--- src/rtl/axis_splitter_pkg.sv ---
// ============================================================================
//  Module      : axis_splitter_pkg
//  Description : Shared AXI-Stream utility types: holding-register state
//                encoding and keep-width helper.
//  Revision    : 1.0  initial release
// ============================================================================
`timescale 1ns/1ps
`default_nettype none

package axis_splitter_pkg;

    // Holding-register occupancy for stream width converters.
    typedef enum logic [0:0] {
        AXIS_ST_EMPTY = 1'b0,
        AXIS_ST_HOLD  = 1'b1
    } axis_state_e;

    // One tkeep bit per data byte.
    function automatic int axis_keep_width(input int data_width);
        return data_width / 8;
    endfunction

endpackage : axis_splitter_pkg

`default_nettype wire

--- src/rtl/axis_splitter.sv ---
// ============================================================================
//  Module      : axis_splitter
//  Description : Splits one wide AXI-Stream beat into RATIO narrow beats,
//                LSB segment first, tuser replicated on every segment.
//                Optional macro AXIS_SPLITTER_SKIP_EMPTY_EN drops trailing
//                all-zero-tkeep segments.
//  Revision    : 1.0  initial release
// ============================================================================
`timescale 1ns/1ps
`default_nettype none

module axis_splitter
    import axis_splitter_pkg::*;
#(
    parameter int IN_TDATA_WIDTH  = 256,
    parameter int OUT_TDATA_WIDTH = 64,
    parameter int TUSER_WIDTH     = 128
) (
    input  logic                         axis_aclk,
    input  logic                         axis_resetn,

    input  logic [IN_TDATA_WIDTH-1:0]    axis_wide_tdata,
    input  logic [IN_TDATA_WIDTH/8-1:0]  axis_wide_tkeep,
    input  logic [TUSER_WIDTH-1:0]       axis_wide_tuser,
    input  logic                         axis_wide_tvalid,
    input  logic                         axis_wide_tlast,
    output logic                         axis_wide_tready,

    output logic [OUT_TDATA_WIDTH-1:0]   axis_narrow_tdata,
    output logic [OUT_TDATA_WIDTH/8-1:0] axis_narrow_tkeep,
    output logic [TUSER_WIDTH-1:0]       axis_narrow_tuser,
    output logic                         axis_narrow_tvalid,
    output logic                         axis_narrow_tlast,
    input  logic                         axis_narrow_tready
);

    localparam int RATIO      = IN_TDATA_WIDTH / OUT_TDATA_WIDTH;
    localparam int IN_KEEP_W  = axis_keep_width(IN_TDATA_WIDTH);
    localparam int OUT_KEEP_W = axis_keep_width(OUT_TDATA_WIDTH);
    localparam int SEG_W      = (RATIO > 1) ? $clog2(RATIO) : 1;
    localparam logic [SEG_W-1:0] SEG_LAST = SEG_W'(RATIO - 1);

    axis_state_e               r_state;
    axis_state_e               w_state_nxt;
    logic [SEG_W-1:0]          r_seg;
    logic [SEG_W-1:0]          w_seg_nxt;

    logic [IN_TDATA_WIDTH-1:0] r_data;
    logic [IN_KEEP_W-1:0]      r_keep;
    logic [TUSER_WIDTH-1:0]    r_user;
    logic                      r_last;

    logic                      w_final;
    logic                      w_hold;
    logic                      w_narrow_fire;
    logic                      w_wide_ready;
    logic                      w_wide_fire;
    logic [OUT_TDATA_WIDTH-1:0] w_seg_data;
    logic [OUT_KEEP_W-1:0]     w_seg_keep;

`ifdef AXIS_SPLITTER_SKIP_EMPTY_EN
    // Final when on the last slot, or nothing valid remains above this segment.
    function automatic logic f_is_final(input logic [SEG_W-1:0]     seg,
                                        input logic [IN_KEEP_W-1:0] keep);
        logic upper_any;
        upper_any = 1'b0;
        for (int b = 0; b < IN_KEEP_W; b++) begin
            if (b >= (int'(seg) + 1) * OUT_KEEP_W) begin
                upper_any = upper_any | keep[b];
            end
        end
        return (seg == SEG_LAST) || !upper_any;
    endfunction

    assign w_final = f_is_final(r_seg, r_keep);
`else
    function automatic logic f_is_final(input logic [SEG_W-1:0] seg);
        return (seg == SEG_LAST);
    endfunction

    assign w_final = f_is_final(r_seg);
`endif

    assign w_hold        = (r_state == AXIS_ST_HOLD);
    assign w_narrow_fire = w_hold && axis_narrow_tready;

    // Reload is allowed in the same cycle the final segment leaves.
    assign w_wide_ready  = axis_resetn &&
                           ((r_state == AXIS_ST_EMPTY) || (w_final && w_narrow_fire));
    assign w_wide_fire   = axis_wide_tvalid && w_wide_ready;

    always_ff @(posedge axis_aclk or negedge axis_resetn) begin
        if (!axis_resetn) begin
            r_state <= AXIS_ST_EMPTY;
            r_seg   <= '0;
        end else begin
            r_state <= w_state_nxt;
            r_seg   <= w_seg_nxt;
        end
    end

    always_comb begin
        w_state_nxt = r_state;
        w_seg_nxt   = r_seg;
        case (r_state)
            AXIS_ST_EMPTY: begin
                if (w_wide_fire) begin
                    w_state_nxt = AXIS_ST_HOLD;
                    w_seg_nxt   = '0;
                end
            end
            AXIS_ST_HOLD: begin
                if (w_narrow_fire) begin
                    if (w_final) begin
                        w_seg_nxt   = '0;
                        w_state_nxt = w_wide_fire ? AXIS_ST_HOLD : AXIS_ST_EMPTY;
                    end else begin
                        w_seg_nxt   = r_seg + 1'b1;
                    end
                end
            end
            default: begin
                w_state_nxt = AXIS_ST_EMPTY;
                w_seg_nxt   = '0;
            end
        endcase
    end

    always_ff @(posedge axis_aclk or negedge axis_resetn) begin
        if (!axis_resetn) begin
            r_data <= '0;
            r_keep <= '0;
            r_user <= '0;
            r_last <= 1'b0;
        end else if (w_wide_fire) begin
            r_data <= axis_wide_tdata;
            r_keep <= axis_wide_tkeep;
            r_user <= axis_wide_tuser;
            r_last <= axis_wide_tlast;
        end
    end

    always_comb begin
        w_seg_data = '0;
        w_seg_keep = '0;
        for (int i = 0; i < RATIO; i++) begin
            if (r_seg == SEG_W'(i)) begin
                w_seg_data = r_data[i*OUT_TDATA_WIDTH +: OUT_TDATA_WIDTH];
                w_seg_keep = r_keep[i*OUT_KEEP_W +: OUT_KEEP_W];
            end
        end
    end

    assign axis_wide_tready   = w_wide_ready;
    assign axis_narrow_tdata  = w_seg_data;
    assign axis_narrow_tkeep  = w_seg_keep;
    assign axis_narrow_tuser  = r_user;
    assign axis_narrow_tvalid = w_hold;
    assign axis_narrow_tlast  = w_hold && w_final && r_last;

endmodule : axis_splitter

`default_nettype wire
--- config.mk ---
export PLATFORM = sky130hd
export DESIGN_NAME = axis_splitter
export DESIGN_NICKNAME = d
export VERILOG_FILES = /design/src/rtl/axis_splitter_pkg.sv /design/src/rtl/axis_splitter.sv
export SDC_FILE = /design/constraint.sdc
export NUM_CORES = 1
export LEC_CHECK = 0
export CAP_MARGIN = 40
export CORE_UTILIZATION = 30
export CTS_CLUSTER_DIAMETER = 150
export DETAILED_ROUTE_END_ITERATION = 10
export PLACE_DENSITY_LB_ADDON = 0.3
export SLEW_MARGIN = 20
export SYNTH_ARGS = -nofsm -noshare
export SYNTH_HDL_FRONTEND = slang
export SYNTH_SLANG_ARGS = --single-unit
export TNS_END_PERCENT = 30
--- constraint.sdc ---
create_clock -name axis_aclk -period 2.3 [get_ports axis_aclk]
set_clock_uncertainty 0.15 [all_clocks]
set_input_delay 0.46 -clock axis_aclk [delete_from_list [all_inputs] [get_ports axis_aclk]]
set_output_delay 0.46 -clock axis_aclk [all_outputs]
set_load 0.02 [all_outputs]
After elaboration in Yosys (flattened, before gate mapping)
Cells that the tools add are included.
{"block": "word_totals", "reg_bits": 420, "in_bits": 421, "out_inout_bits": 203}
{"block": "classes", "add_sub_neg": 1, "eq_ne": 5, "muxes": 16, "bitwise_logic": 1, "reduce_logical": 9}
{"operator": "$mux W64", "count": 4}
{"operator": "$mux W8", "count": 4}
{"operator": "$logic_and A1 B1 Y1", "count": 6}
{"operator": "$mux W2", "count": 3}
{"operator": "$eq A2 B2 Y1 const B", "count": 2}
{"operator": "$pmux W2 S2", "count": 1}
{"operator": "$mux W1", "count": 3}
{"operator": "$add A2 B1 Y2 const B", "count": 1}
{"operator": "$eq A2 B1 Y1 const B", "count": 1}
{"operator": "$logic_not A2 Y1", "count": 1}
{"operator": "$ne A2 B1 Y1 const B", "count": 1}
{"operator": "$ne A2 B2 Y1 const B", "count": 1}
{"operator": "$pmux W1 S2", "count": 1}
{"operator": "$reduce_and A2 Y1", "count": 1}
{"operator": "$logic_or A1 B1 Y1", "count": 1}
{"operator": "$not A1 Y1", "count": 1}

Longest topological paths before layout
{"block": "logic_depth", "depth_word": 9, "mapped_depth": 7}

Worst setup path after synthesis
OpenSTA, ideal clock, no wires.
{"block": "synth_timing", "path_type": "register to output", "from": "reg r_seg[1]", "to": "out axis_narrow_tdata[10]", "arrival_time_ns": 1.820, "required_time_ns": 1.690, "setup_slack_ns": -0.130, "stages_incl_launch_ff": 8, "cell_sequence": "dfrtp_1 -> inv_1 -> ha_1 -> clkbuf_1 -> clkbuf_1 -> clkbuf_1 -> nand2_1 -> a31oi_1"}
{"block": "synth_via", "elab_chain_cells": 5, "elab_cells_between_ends": 8, "classes_between": "eq/ne: 3; mux: 4; reduce/logical: 1"}
{"item": "start, declared", "line": "axis_splitter.sv:45", "rtl": "logic [SEG_W-1:0] r_seg;"}
{"item": "start signal, assigned", "line": "axis_splitter.sv:98", "rtl": "r_seg <= w_seg_nxt;"}
{"item": "$logic_not A2 Y1", "line": "axis_splitter.sv:147", "rtl": "if (r_seg == SEG_W'(i)) begin"}
{"item": "$mux W64 (3 in a row)", "line": "axis_splitter.sv:147"}
{"item": "$mux W64 *", "line": "axis_splitter.sv:147"}
{"item": "end, declared", "line": "axis_splitter.sv:29", "rtl": "output logic [OUT_TDATA_WIDTH-1:0] axis_narrow_tdata,"}
Mark *: on every way between the ends. The rest lies on a longest branch, timed or not.

Final worst setup path
{"block": "layout_timing", "from": "reg r_seg[1]", "to": "out axis_narrow_tdata[39]"}
The elaborated chain is that of the path after synthesis.

==> impl_results.md <==
* Total of buffers placed on input and output ports at 623
* DRC violation count after routing at 0
* Worst-case register-to-register setup slack at -0.12 ns
* Area of the die at about 60,000 sq um
* Sinks on the clock net at 420
* Number of hold-slack violations in the final timing report at 0
* Number of search-and-repair iterations in the first detailed-routing pass at 4
* Drt initial violations at 489
* Biggest area consumer among synthesized cells: dfrtp_1
* Antenna violations before repair at 19
* Grt total ovfl at 0
* Setup repair after global routing missed its margin: yes
* Total setup violations reported at the end of the flow at between 200 and 300
* Placement row count at 88
* Placed cell area at 25,300 sq um
* Worst rel slew slack at 35.4%
* Startpoint types: flip-flop
* Tcrit/Tclk final at 124%
* Longest Clk Path Bufs at 3
* Area added between synthesis and finish at 64.5%
* CTS Buf Count at 49
* Average routed wire per standard cell at about 23 microns
* Worst-Skew Late Latency at ~0.57 ns
* GR met3 Demand/Resource at 6.40%
* Number of antenna-violating nets in the routed design at 0
* Via count of the first global-routing pass at around 14,000
* Multi-input logic area at roughly 7500 sq um
* Final std cell area, no fill at 28,800 sq um
* Post-layout min period at 2.84 ns
* Share of post-route cells with drive strength above 1 at roughly two fifths
* Number of flops mapped to enable cells by yosys at 0
* Class of the most critical hold timing path: in -> async
* Synth Area per Inst at between 10 and 15 sq um
* Cell Pwr Density at roughly 1500 nW/um^2
* Die Width at 244 microns
* Met2 usage in global routing at 33.3%
* Clock transition at path regs at ~0.060 ns
* Number of distinct library cell variants in the gate-level netlist after synthesis at 24
* Nets at between 2,000 and 2,500
* Violated checks: setup timing
* Biggest fanout along the worst timing path at 6
* Count of warnings emitted by yosys at 0
* Post-synthesis instance area at about 18,000 sq um
* Global placer's final weighted congestion at between 0.8 and 0.9
* Largest stage delay, worst path at roughly 0.45 ns
* Half-perimeter wire length after detailed placement at a little over 40,000 microns
* Number of nets produced by synthesis at about 1,700
* Total number of vias at 13,339
* CTS HTree Levels at 2
* Placement Setup Slack at -0.400 ns
* Pwr Total at ~45 mW
* Leading register cell type out of synthesis: dfrtp_1
* Slew Limit Fails at 0
* Cell with the most instances on the worst path: buf_6
* Cells traversed along the worst timing path: ha_4 > nand2b_4 > buf_6 > clkbuf_16 > o22ai_1 > a31oi_4 > buf_6
* Data arrival time at the worst-slack endpoint at ~2.2 ns
* Wire length after detailed routing at between 60,000 and 70,000 microns
* Total leakage power at ~12 nW
* Largest net degree at the start of global routing at 158
* Max Cap Viol at 0
* Utilization after layout at about half
* TritonCTS clock tree: built
* Slowest stage cell, crit path: dfrtp_2
* Highest attainable clock frequency at approximately 350 MHz
* Setup Crit Path Kind: reg -> out
* Synth area leaders: dfrtp_1, mux2_2, nand3b_1
* #FFs+latches synth at 420
* Worst supply voltage drop on vdd at about 0.00086 V
* Gr busiest metal: met2
* Portion of synthesized cell area occupied by the leading cell type at around three fifths
* Clock Tree Root: clkbuf_16
* Top cells by instance count after synthesis: dfrtp_1, mux2_2, nand2_1, a31oi_1, nand3b_1
* Die Ht at around 240 microns
* Synth Instances at ~1,200
* Sequential cell area at roughly 11,000 sq um
* Filler cell count at between 5,000 and 6,000
* Overall fraction of global-route tracks in use at 19.9%
* Actual slew at the worst max-slew pin at 0.968 ns
* Core ar. at around 58,000 sq um
* Via density per instance at 4.84
* Top-level port count at ~620
* Data required time of the critical path at 1.69 ns
* Initial core utilization at between 30 and 40%
* Worst setup margin at -0.542 ns
* Top-count cell post-synth: dfrtp_1
* Async SR Flop Fraction at 100%
* Outcome: complete, but fails checks
* Sequential element share of the synthesized area at around three fifths
* Met1 usage in global routing at 23.6%
* Global-route wire length before repair at 89,600 microns
* Crit path capture type: primary output
[cell usage in the layout (no fill, tap or decap), types with 5 or more instances in the layout]
master / count
a31oi_1: 26
a31oi_2: 19
a31oi_4: 27
buf_12: 44
buf_16: 11
buf_4: 65
buf_6: 56
clkbuf_1: 14
clkbuf_16: 68
clkbuf_8: 10
clkdlybuf4s50_1: 547
clkinv_2: 6
dfrtp_1: 418
diode_2: 9
mux2_1: 10
mux2_2: 356
mux2_4: 51
nand2_1: 74
nand3b_1: 72
o22ai_1: 56
o22ai_2: 10
o22ai_4: 5
[through the flow]
stage,cells,TNS (ns),hold WS [ns]
3_5_place_dp,2595,-99.02,0.122
3_3_place_gp,2595,-101.96,0.121
5_1_grt,2754,-82.22,0.112
6_report,2754,-46.11,0.126
2_1_floorplan,1239,-7.02,0.0144
4_1_cts,2699,-46.02,0.0868
[worst max-delay path: cells and delay by family, from the launching register on]
family	cells	cell delay, ns
AND/OR/NAND/NOR	1	0.20
AO/OA/AOI/OAI	2	0.35
buffers and inverters	3	0.46
flip-flops	1	0.45
adder cells (fa/ha/maj)	1	0.19
[per-layer routing]
layer	routed length (microns)	vias up
li1	-	5964
met1	25500	6793
met2	31400	451
met3	4710	115
met4	2050	16
met5	92	-
[repair_timing]
action                                  in CTS  in global routing
gates cloned                                 7                 21
pin swaps                                    2                 56
buffers inserted                            12                 28
endpoints found under the hold margin       60                  0
hold buffers                                 1                  0
endpoints found under the setup margin     353                466
resized for setup                          360                250
[sequential cells by signal, summed over array words and instances (netlist names)]
register	count
r_keep	32
r_last	1
axis_narrow_tuser	128
axis_narrow_tvalid	1
r_seg	2
r_data	256
[final timing paths]
check	cells after the start	startpoint	end
min in group axis_aclk	2	axis_wide_tdata[95]	r_data[95]
max reg2reg	11	r_seg[1]	r_data[160]
max in group asynchronous	4	axis_resetn	r_data[253]
max	7	r_seg[1]	axis_narrow_tdata[39]
min reg2reg	1	r_data[98]	r_data[98]
min	2	axis_resetn	r_last
[cells by family after synthesis]
group | Yosys count | share of synthesized area (%)
DFF | 420 | 60.0
muxes | 418 | 26.9
and+or+nand+nor | 155 | 4.94
adders and majority gates | 4 | 0.286
buffers and inverters | 95 | 2.66
AOI/OAI and AO/OA | 147 | 5.24
[power by group]
| part | total [mW] | switching (mW) | internal, mW |
|---|---|---|---|
| registers | 13.3 | 2.19 | 11.2 |
| logic | 23.7 | 11.0 | 12.7 |
| clock network | 7.61 | 3.14 | 4.47 |
| total | 44.6 | 16.3 | 28.3 |
[final cells by class]
cell class / instances / area share, %
clock inverter: 9 / 0.278
inverter: 3 / 0.0434
antenna: 9 / 0.0781
sequential: 420 / 36.5
tap: 765 / 3.32
timing repair buffer: 749 / 28.8
multi-input combinational: 724 / 25.9
clock buffer: 75 / 5.09
(Power assumes the default switching activity.)
